<file path="config.mk">
export PLATFORM = sky130hd
export DESIGN_NAME = uart_reg_responder
export DESIGN_NICKNAME = d
export VERILOG_FILES = /design/src/rtl/uart_reg_responder.sv
export SDC_FILE = /design/constraint.sdc
export NUM_CORES = 1
export LEC_CHECK = 0
export BUFFER_PORTS_ARGS = -buffer_cell sky130_fd_sc_hd__buf_2
export CAP_MARGIN = 40
export CORE_MARGIN = 5
export CORE_UTILIZATION = 49
export CTS_CLUSTER_DIAMETER = 150
export CTS_CLUSTER_SIZE = 30
export DETAILED_ROUTE_END_ITERATION = 10
export GPL_TIMING_DRIVEN = 1
export PLACE_DENSITY = 0.75
export SYNTH_ARGS = -nofsm -noshare
export SYNTH_HDL_FRONTEND = slang
export SYNTH_SLANG_ARGS = --single-unit
</file>
<file path="constraint.sdc">
create_clock -name clk -period 2.1 [get_ports clk]
set_clock_uncertainty 0.2 [all_clocks]
set_input_delay 0.105 -clock clk [delete_from_list [all_inputs] [get_ports clk]]
set_output_delay 0.105 -clock clk [all_outputs]
set_load 0.05 [all_outputs]
</file>
<file path="src/rtl/uart_reg_responder.sv">
// Purpose: turns a UART byte stream into register reads/writes and returns one response byte per frame.
// Latency: NAK 1 cycle after the opcode, ACK 2 cycles after the data byte, read data 3 cycles after the address byte.
// Backpressure: rx_data_ready is low while a frame executes or a response waits; tx_data is held until tx_data_ready.
//
// Ports:
//   clk, rst                    single clock, synchronous active-high reset
//   rx_data/_valid/_ready       byte input from the UART receiver (valid/ready)
//   tx_data/_valid/_ready       response byte to the UART transmitter (valid/ready)
//   reg_addr, reg_wdata         register bus address and write data (held between frames)
//   reg_we, reg_re              one-cycle write / read strobes (mutually exclusive)
//   reg_rdata                   read data, valid the cycle after reg_re
//   frame_abort                 one-cycle pulse when a partial frame is dropped on inter-byte timeout
//
// Frames: 'W' addr data -> ACK_BYTE ; 'R' addr -> register value ; any other opcode -> NAK_BYTE.

module uart_reg_responder #(
    parameter int          TIMEOUT  = 50000,
    parameter logic [7:0]  ACK_BYTE = 8'h4B,
    parameter logic [7:0]  NAK_BYTE = 8'h3F
) (
    input  logic       clk,
    input  logic       rst,

    input  logic [7:0] rx_data,
    input  logic       rx_data_valid,
    output logic       rx_data_ready,

    output logic [7:0] tx_data,
    output logic       tx_data_valid,
    input  logic       tx_data_ready,

    output logic [7:0] reg_addr,
    output logic [7:0] reg_wdata,
    output logic       reg_we,
    output logic       reg_re,
    input  logic [7:0] reg_rdata,

    output logic       frame_abort
);

    localparam logic [7:0] OP_WRITE = 8'h57;
    localparam logic [7:0] OP_READ  = 8'h52;

    // Last counter value before the frame is dropped: a frame may sit
    // TIMEOUT cycles in a byte-wait state without a transfer.
    localparam logic [23:0] CNT_LAST = 24'(TIMEOUT - 1);

    typedef enum logic [2:0] {
        S_IDLE,
        S_ADDR,
        S_WDATA,
        S_WRITE,
        S_READ,
        S_RWAIT,
        S_RESP
    } state_t;

    state_t      state_q, state_d;
    logic        is_wr_q, is_wr_d;
    logic [7:0]  addr_q,  addr_d;
    logic [7:0]  wdata_q, wdata_d;
    logic [7:0]  txd_q,   txd_d;
    logic [23:0] cnt_q,   cnt_d;

    logic        rx_xfer;
    logic        byte_wait;
    logic        timeout_hit;
    logic        abort;

    // Ready is a pure state decode, so bytes arriving mid-frame stay
    // pending in the receiver instead of being dropped.
    assign rx_data_ready = (state_q == S_IDLE) || (state_q == S_ADDR) || (state_q == S_WDATA);
    assign rx_xfer       = rx_data_valid && rx_data_ready;

    // Only the two mid-frame byte-wait states are subject to the timeout;
    // a transfer in the same cycle takes priority over the abort.
    assign byte_wait   = (state_q == S_ADDR) || (state_q == S_WDATA);
    assign timeout_hit = byte_wait && !rx_xfer && (cnt_q == CNT_LAST);

    always_comb begin
        state_d = state_q;
        is_wr_d = is_wr_q;
        addr_d  = addr_q;
        wdata_d = wdata_q;
        txd_d   = txd_q;
        cnt_d   = cnt_q;
        abort   = 1'b0;

        case (state_q)
            S_IDLE: begin
                if (rx_xfer) begin
                    if ((rx_data == OP_WRITE) || (rx_data == OP_READ)) begin
                        is_wr_d = (rx_data == OP_WRITE);
                        cnt_d   = 24'd0;
                        state_d = S_ADDR;
                    end else begin
                        txd_d   = NAK_BYTE;
                        state_d = S_RESP;
                    end
                end
            end

            S_ADDR: begin
                if (rx_xfer) begin
                    addr_d = rx_data;
                    if (is_wr_q) begin
                        cnt_d   = 24'd0;
                        state_d = S_WDATA;
                    end else begin
                        state_d = S_READ;
                    end
                end else if (timeout_hit) begin
                    abort   = 1'b1;
                    state_d = S_IDLE;
                end else begin
                    cnt_d = cnt_q + 24'd1;
                end
            end

            S_WDATA: begin
                if (rx_xfer) begin
                    wdata_d = rx_data;
                    state_d = S_WRITE;
                end else if (timeout_hit) begin
                    abort   = 1'b1;
                    state_d = S_IDLE;
                end else begin
                    cnt_d = cnt_q + 24'd1;
                end
            end

            S_WRITE: begin
                txd_d   = ACK_BYTE;
                state_d = S_RESP;
            end

            S_READ: begin
                state_d = S_RWAIT;
            end

            // reg_rdata is valid now, one cycle after the read strobe.
            S_RWAIT: begin
                txd_d   = reg_rdata;
                state_d = S_RESP;
            end

            S_RESP: begin
                if (tx_data_ready) begin
                    state_d = S_IDLE;
                end
            end

            default: begin
                state_d = S_IDLE;
            end
        endcase
    end

    always_ff @(posedge clk) begin
        if (rst) begin
            state_q <= S_IDLE;
            is_wr_q <= 1'b0;
            addr_q  <= 8'h00;
            wdata_q <= 8'h00;
            txd_q   <= 8'h00;
            cnt_q   <= 24'd0;
        end else begin
            state_q <= state_d;
            is_wr_q <= is_wr_d;
            addr_q  <= addr_d;
            wdata_q <= wdata_d;
            txd_q   <= txd_d;
            cnt_q   <= cnt_d;
        end
    end

    assign tx_data       = txd_q;
    assign tx_data_valid = (state_q == S_RESP);
    assign reg_addr      = addr_q;
    assign reg_wdata     = wdata_q;
    assign reg_we        = (state_q == S_WRITE);
    assign reg_re        = (state_q == S_READ);
    assign frame_abort   = abort;

endmodule
</file>
* Word level (Yosys, flattened, before mapping)
Index checks and enable logic that the tools add are counted.
W data, S select, Z words.
** Storage, ports and cells
- Input port bits :: 20
- Logic and storage cells :: 62
- Output and inout bits :: 29
- Register bits after elaboration :: 52
** Cells by class
- Equality and inequality tests :: 15
- Reductions and logical operators :: 19
- Add/subtract/negate cells :: 1
- Mux-type cells :: 21
** Operators by type and width (number)
- $mux W24 :: 6
- $pmux W24 S3 :: 1
- $add A24 B1 Y24 const B :: 1
- $eq A24 B16 Y1 const B :: 1
- $pmux W8 S3 :: 1
- $mux W3 :: 7
- $pmux W3 S6 :: 1
- $eq A8 B7 Y1 const B :: 2
- $mux W8 :: 2
- $eq A3 B3 Y1 const B :: 3
- $eq A3 B2 Y1 const B :: 2
- $ne A2 B2 Y1 const B :: 3
- $reduce_and A2 Y1 :: 3
- $reduce_and A3 Y1 :: 2
- $reduce_bool A3 Y1 :: 2
- $reduce_and A5 Y1 :: 1
- $logic_or A1 B1 Y1 :: 4
- $ne A2 B1 Y1 const B :: 2
- $reduce_or A2 Y1 :: 2
- $eq A3 B1 Y1 const B :: 1
- $logic_and A1 B1 Y1 :: 3
- $logic_not A3 Y1 :: 1
- $mux W1 :: 3
- $ne A3 B3 Y1 const B :: 1
- $logic_not A1 Y1 :: 1

* Logic depth before layout (Yosys ltp)
Gate-level depths: netlist of the first run.
- Depth in word-level cells :: 10
- Mapped depth :: 8
- Mapped depth without buffers :: 7

* Worst setup path after synthesis of the first run
OpenSTA, ideal clock, no wires.
- Path kind :: register -> register
- Start point :: reg state_q[0]
- End point :: reg state_q[1]
- Cell stages (with the launch flop) :: 8
- Buffers on the path :: 1
- Setup slack :: -940 ps
- Library setup time :: 134 ps
- Arrival time :: 2707 ps
- Cells stage by stage :: dfxtp_1 > buf_2 > a21oi_2 > nand4_1 > or4_1 > nor2_1 > o311a_1 > o22ai_1
** Between the ends
- Cells in the longest elaborated chain, start to end :: 10
** RTL lines
- from (decl) :: line 58 : state_t state_q, state_d;
- from (signal assigned) :: line 168 : state_q <= state_d;
- $eq A3 B1 Y1 or $logic_not A3 Y1 (tied branches) :: line 72 : assign rx_data_ready = (state_q == S_IDLE) || (state_q == S_ADDR) || (state_q == S_WDATA);
- $logic_or A1 B1 Y1 :: line 72
- $logic_or A1 B1 Y1 (*) :: line 72
- net rx_data_ready :: line 26 : output logic rx_data_ready,
- $logic_and A1 B1 Y1 (*) :: line 73 : assign rx_xfer = rx_data_valid && rx_data_ready;
- $logic_not A1 Y1 :: line 78 : assign timeout_hit = byte_wait && !rx_xfer && (cnt_q == CNT_LAST);
- $logic_and A1 B1 Y1 (2 in a row) :: line 78
- $mux W3
- $mux W3 (on tied branches) :: line 121, 104
- $pmux W3 S6 :: line 89 : case (state_q)
The timed path passes the listed nets; every way through them passes the cells marked *.
A chain may end at the register's enable or synchronous reset.

* Worst setup path after layout of the first run
- Start point :: reg cnt_q[19]
- End point :: out frame_abort
** Between the ends
- Cells in the longest elaborated chain, start to end :: 5
** RTL lines
- from (decl) :: line 63 : logic [23:0] cnt_q, cnt_d;
- from (signal assigned) :: line 173 : cnt_q <= cnt_d;
- $eq A24 B16 Y1 :: line 78
- $logic_and A1 B1 Y1 :: line 78
- $mux W1 :: line 112, 124
- $mux W1 :: line 121 : if (rx_xfer) begin
- $mux W1
- to (decl) :: line 38 : output logic frame_abort
No other way between the ends.

==> run metrics, run 1 <==
Routability Congestion 0.801; Fmax achieved 431 MHz; Routed Antenna Nets 0; number of port buffers 48; antenna violations before repair 0; clock-pin slew on the worst setup and hold paths ~0.10 ns; post-synth top area cell dfxtp_1; GR Util met1 27.4%; Vias/cell roughly 5.4; Max-Cap Viols 0; Slowest cell on crit path or4_4; Synth Warn # 0; CP Launch Type flip-flop; CTS buffer count 5; Slew Viols, Final 0; pin count of the biggest net entering global routing 25; Leak Pwr approximately 0.0014 uW; Hold WC Path Type input pin to flip-flop; Initial Util 49.8%; Final setup viols 20; Die ar. about 0.0067 sq mm; die width 81.6 um; DR vias 2556; most common cell after layout, fill and taps aside buf_2; final critical-path required period 2.32 ns; status finished, violations left; Least-Margin Pin Slew 0.365 ns; share of flip-flops with an asynchronous set or reset 0%; drt drc 0; synth top area cells dfxtp_1, nor2_1, a21oi_1, nand2_1, xnor2_1; nets 427; Post-Place Cells 441; Critical Path Max Stage Delay 0.44 ns; Post-Syn Area per Cell 8.42 sq um; cells along the critical path nor4_4 > nand4_1 > buf_4 > or4_4 > nor2_4 > buf_8; Hold Worst Slack 0.0726 ns; Clock Tree Buf Depth 2; Wirelength per Cell 14.7 um; flip-flop and latch area roughly 0.0011 sq mm; Antenna diodes 0; Worst Path Arrival 2.02 ns; row cnt 26; critical path endpoint category output port; RSZ-0062 raised after global routing yes; setup slack after layout -0.223 ns; Netlist cell types 52; Post-Syn Area 0.00251 sq mm; H-tree depth 2; final HPWL from detailed placement between 4 and 5 mm; Fillers between 300 and 400; layout cell share with drive strength beyond 1 34.2%; Skew-Pair Late Insertion Delay ~0.30 ns; core area 0.00504 sq mm; flops & latches, synth 52; syn nets 319; gr usage total 20.7%; hold depth 5; final WL 7.01 mm; clock sinks 52; Final Hold Vio Count 0; Post-synth EDFFs 0; Primary FF master, synth dfxtp_1; Max Fanout on Critical Path 2; Yosys top cell area share 41.5%; commonest cells after routing, fill and taps aside buf_2, dfxtp_1, buf_4, nor2_1, nand2_1; first-pass GRT wire length 11.0 mm; post-layout util 72.2%; r2r worst-path depth 9; area of the multi-input gates 0.00157 sq mm; Final Non-Filler Cells 477; failing checks negative setup slack; Gate Count Post-Synth 298; global-route layer with the greatest usage met2; share of the yosys chip area belonging to registers roughly two fifths; Setup TNS -2.45 ns; Worst slew margin between 70% and 80%; drt pass-1 iters 4; Worst Path Required 1.79 ns; M2 GR Usage 34.4%; gr ovfl total 0; Peak VDD IR 0.000770 V; CTS Root Cell clkbuf_8; WS Path Type flip-flop to output port; dpl ws -0.0647 ns; CTS tree built; met3 Use GR ~3.8%; Final Cycle Share 111%; Cell Pwr Density 1120 mW/mm^2; vias in the first global route 2375; initial DRC count 150; Die Ht approximately 80 um; P&R area growth vs syn 45.1%; I/O Pins slightly below 50
what timing repair did:
item	4_1_cts	5_1_grt
endpoints found under the setup margin	11	21
hold endpoints to repair	27	0
resized for setup	10	26
hold buffers	18	0
setup buffers	7	4
pin swaps	5	10
cloned	0	0
registers in the layout, indices dropped and copies added, names as in the netlist:
signal and flops:
reg_addr 8, cnt_q 24, tx_data 8, state_q 3, reg_wdata 8, is_wr_q 1
layout make-up:
class                      instances  share of cell area [%]
clock buffer                       5                    1.89
clock inverter                     3                   0.515
inverter                           9                   0.928
multi-input combinational        226                    43.1
sequential                        52                    28.9
tap                               70                    2.41
timing repair buffer             112                    22.3
cells in the mapped netlist (3+ instances only):
cell type and instances:
buf_1 3, nor3_1 12, or3_1 4, nand3_1 11
mux2i_1 8, nand3b_1 3, a21o_1 6, nor4_1 6
a21oi_1 28, inv_1 8, nand2b_1 5, a211oi_1 4
xnor2_1 14, nand2_1 33, or4_1 4, o21ai_0 4
clkbuf_1 5, nor2_1 39, dfxtp_1 52, o31ai_1 5
nand4_1 6
critical path, delay by kind of cell (launching register included):
kind | cells | cell delay, ns
flip-flops | 1 | 0.35
AND/OR/NAND/NOR | 4 | 1.05
buffers and inverters | 2 | 0.32
per-layer routing:
metal  vias up  routed length, um
met5         -                  0
met4         0                124
met3        14                279
met2        60               3420
met1      1205               3180
li1       1277                  -
path summary, 6_finish.rpt:
check / from / endpoint / slack (ns)
max: cnt_q[19] / frame_abort / -0.22
min: rx_data_valid / state_q[0] / 0.07
max reg2reg: cnt_q[19] / cnt_q[0] / -0.19
min reg2reg: reg_addr[1] / reg_addr[1] / 0.26
kinds of logic after synthesis:
group / Yosys count / synth area share, %
mux: 8 / 3.19
xor+xnor: 16 / 5.58
simple gates: 139 / 28.6
buf+inv: 20 / 3.39
compound gates: 62 / 17.2
fa+ha+maj: 1 / 0.498
flops: 52 / 41.5
report_power, final:
part	switching, uW	internal (uW)	leakage, uW	total [uW]
registers	98.3	1120	0.000426	1220
logic	1410	883	0.000947	2290
clock network	333	233	0.0000479	566
total	1840	2240	0.00142	4070
per-stage QoR:
step	instance area [sq um]	power [uW]
final	3640	4070
after floorplan	2550	2590
after global placement	3110	3050
after global routing	3640	4290
after CTS	3490	3900
after detailed placement	3110	3090
(Power assumes the default switching activity.)
==> inputs of run 2 (changes only) <==
==> constraint.sdc (replaced) <==
create_clock -name clk -period 2.1 [get_ports clk]
set_clock_uncertainty 0.2 [all_clocks]
set_input_delay 0.525 -clock clk [delete_from_list [all_inputs] [get_ports clk]]
set_output_delay 0.525 -clock clk [all_outputs]
set_load 0.05 [all_outputs]
==> run metrics, run 2 (synthesized netlist as in run 1, its figures left out) <==
final HPWL from detailed placement 4.86 mm; Hold WC Path Type input pin to flip-flop; Die Ht 81.6 um; Leak Pwr approximately 0.0015 uW; commonest cells after routing, fill and taps aside buf_4, dfxtp_1, buf_2, nor2_1, nand2_1; WS Path Type flip-flop to output port; Skew-Pair Late Insertion Delay 0.32 ns; total design power approximately 4400 uW; Slowest cell on crit path or4_4; max reg flops 24; Fmax achieved 372 MHz; Die ar. 0.00665 sq mm; r2r startpoint cnt_q[5]; r2r worst-path depth 9; H-tree depth 2; failing checks negative setup slack; layout cell share with drive strength beyond 1 45.6%; RSZ-0062 raised after global routing yes; most common cell after layout, fill and taps aside buf_4; Post-Place Cells 461; Cell Pwr Density between 1000 and 1500 mW/mm^2; number of port buffers 48; Worst slew margin 65.3%; status finished, violations left; Hold Path Sink state_q[1]; Critical R2R Capture cnt_q[3]; area of the multi-input gates 0.00173 sq mm; Routed Antenna Nets 0; cells along the critical path nor4b_2 > nand2_1 > or4_4 > nor2_4 > buf_6; Worst Path Arrival 1.97 ns; Slew Viols, Final 0; final critical-path required period 2.69 ns; final WL 7.67 mm; Initial Util 49.8%; clock sinks 52; gr usage total 22.4%; nets 426; row cnt 26; DR vias 2641; Critical Path Max Stage Delay 0.57 ns; core area 0.00504 sq mm; gr ovfl total 0; Max Fanout on Critical Path 2; antenna violations before repair 0; Final Cycle Share 128%; clock-pin slew on the worst setup and hold paths 0.10 ns; Worst Path Required 1.37 ns; Antenna diodes 0; largest register by flop count cnt_q; Wirelength per Cell approximately 16 um; Final setup viols 18; Vias/cell 5.55; I/O Pins between 40 and 50; hold depth 2; flip-flop and latch area roughly 0.0011 sq mm; setup slack after layout -0.592 ns; area post-placement 0.00330 sq mm; initial DRC count 151; die width just over 80 um; first-pass GRT wire length 11.8 mm; Max-Cap Viols 0; CTS tree built; CTS Root Cell clkbuf_8; Final Hold Vio Count 0; drt drc 0; CTS buffer count 5; critical path endpoint category output port; min-delay src rst; Critical path origin cnt_q[7]; Fillers 353; Clock Tree Buf Depth 2; Routability Congestion about 0.86; P&R area growth vs syn 51.7%; design area 0.00381 sq mm; pin count of the biggest net entering global routing 26; vias in the first global route 2656; R2R Setup Slk -0.19 ns; # hold bufs at CTS 0; Least-Margin Pin Slew ~0.52 ns; Peak VDD IR 0.000730 V; Final Non-Filler Cells roughly 480; drt pass-1 iters 4; CP Launch Type flip-flop
run 2: cell count changes in the layout (fill, tap and decap cells not counted), moves of 3 or more:
cell	delta
a21oi_1	-4
a21oi_2	+4
buf_2	-4
buf_4	+11
buf_6	+10
dlygate4sd3_1	-18
nand2b_1	-3
nand2b_4	+3
nor3_1	-3
xnor2_1	-3
xnor2_2	+3
run 2: how the worst max path moves through the flow:
stage                     cells past startpoint          end  slack, ns
final                                         5  frame_abort      -0.59
after global routing                          5  frame_abort      -0.65
after CTS                                     5  frame_abort      -0.56
after detailed placement                      5  frame_abort      -0.37
after global placement                        5  frame_abort      -0.33
after floorplan                               5  frame_abort      -0.41
run 2: critical path: cells and delay by family, from the launching register on:
family,cells,cell delay (ns)
buffers and inverters,1,0.16
AND/OR/NAND/NOR,4,1.15
flip-flops,1,0.33
run 2: timing repair:
action | 4_1_cts | 5_1_grt
resized for setup | 21 | 56
gates cloned | 0 | 0
buffers inserted | 3 | 7
endpoints found under the setup margin | 18 | 35
endpoints found under the hold margin | 0 | 0
pin swaps | 6 | 30
run 2: stage by stage:
step,TNS [ns],hold slack (ns),utilization [%],setup WS [ns]
3_5_place_dp,-6.34,0.247,65.5,-0.365
6_report,-2.49,0.233,75.5,-0.592
5_1_grt,-4.44,0.233,75.5,-0.646
2_1_floorplan,-4.83,0.257,-,-0.410
4_1_cts,-0.927,0.234,69.8,-0.562
3_3_place_gp,-5.34,0.239,65.5,-0.332
run 2: routing by layer:
metal | part of all wire, % | up-vias | global-route usage, % | wire, um
li1 | - | 1273 | - | -
met1 | 42 | 1277 | 26.3 | 3210
met2 | 51 | 74 | 39.3 | 3910
met3 | 5.1 | 17 | 5.26 | 388
met4 | 2.0 | 0 | 8.47 | 157
met5 | 0 | - | 0 | 0
run 2: final cells by class:
| cell class | count | area share (%) |
|---|---|---|
| clock buffer | 5 | 1.81 |
| clock inverter | 3 | 0.723 |
| inverter | 9 | 0.887 |
| multi-input combinational | 226 | 45.4 |
| sequential | 52 | 27.7 |
| tap | 70 | 2.30 |
| timing repair buffer | 111 | 21.2 |
run 2: power by group:
group | total, uW | switching [uW] | internal (uW)
clock | 613 | 367 | 245
combinational | 2610 | 1560 | 1050
sequential | 1220 | 87.9 | 1130
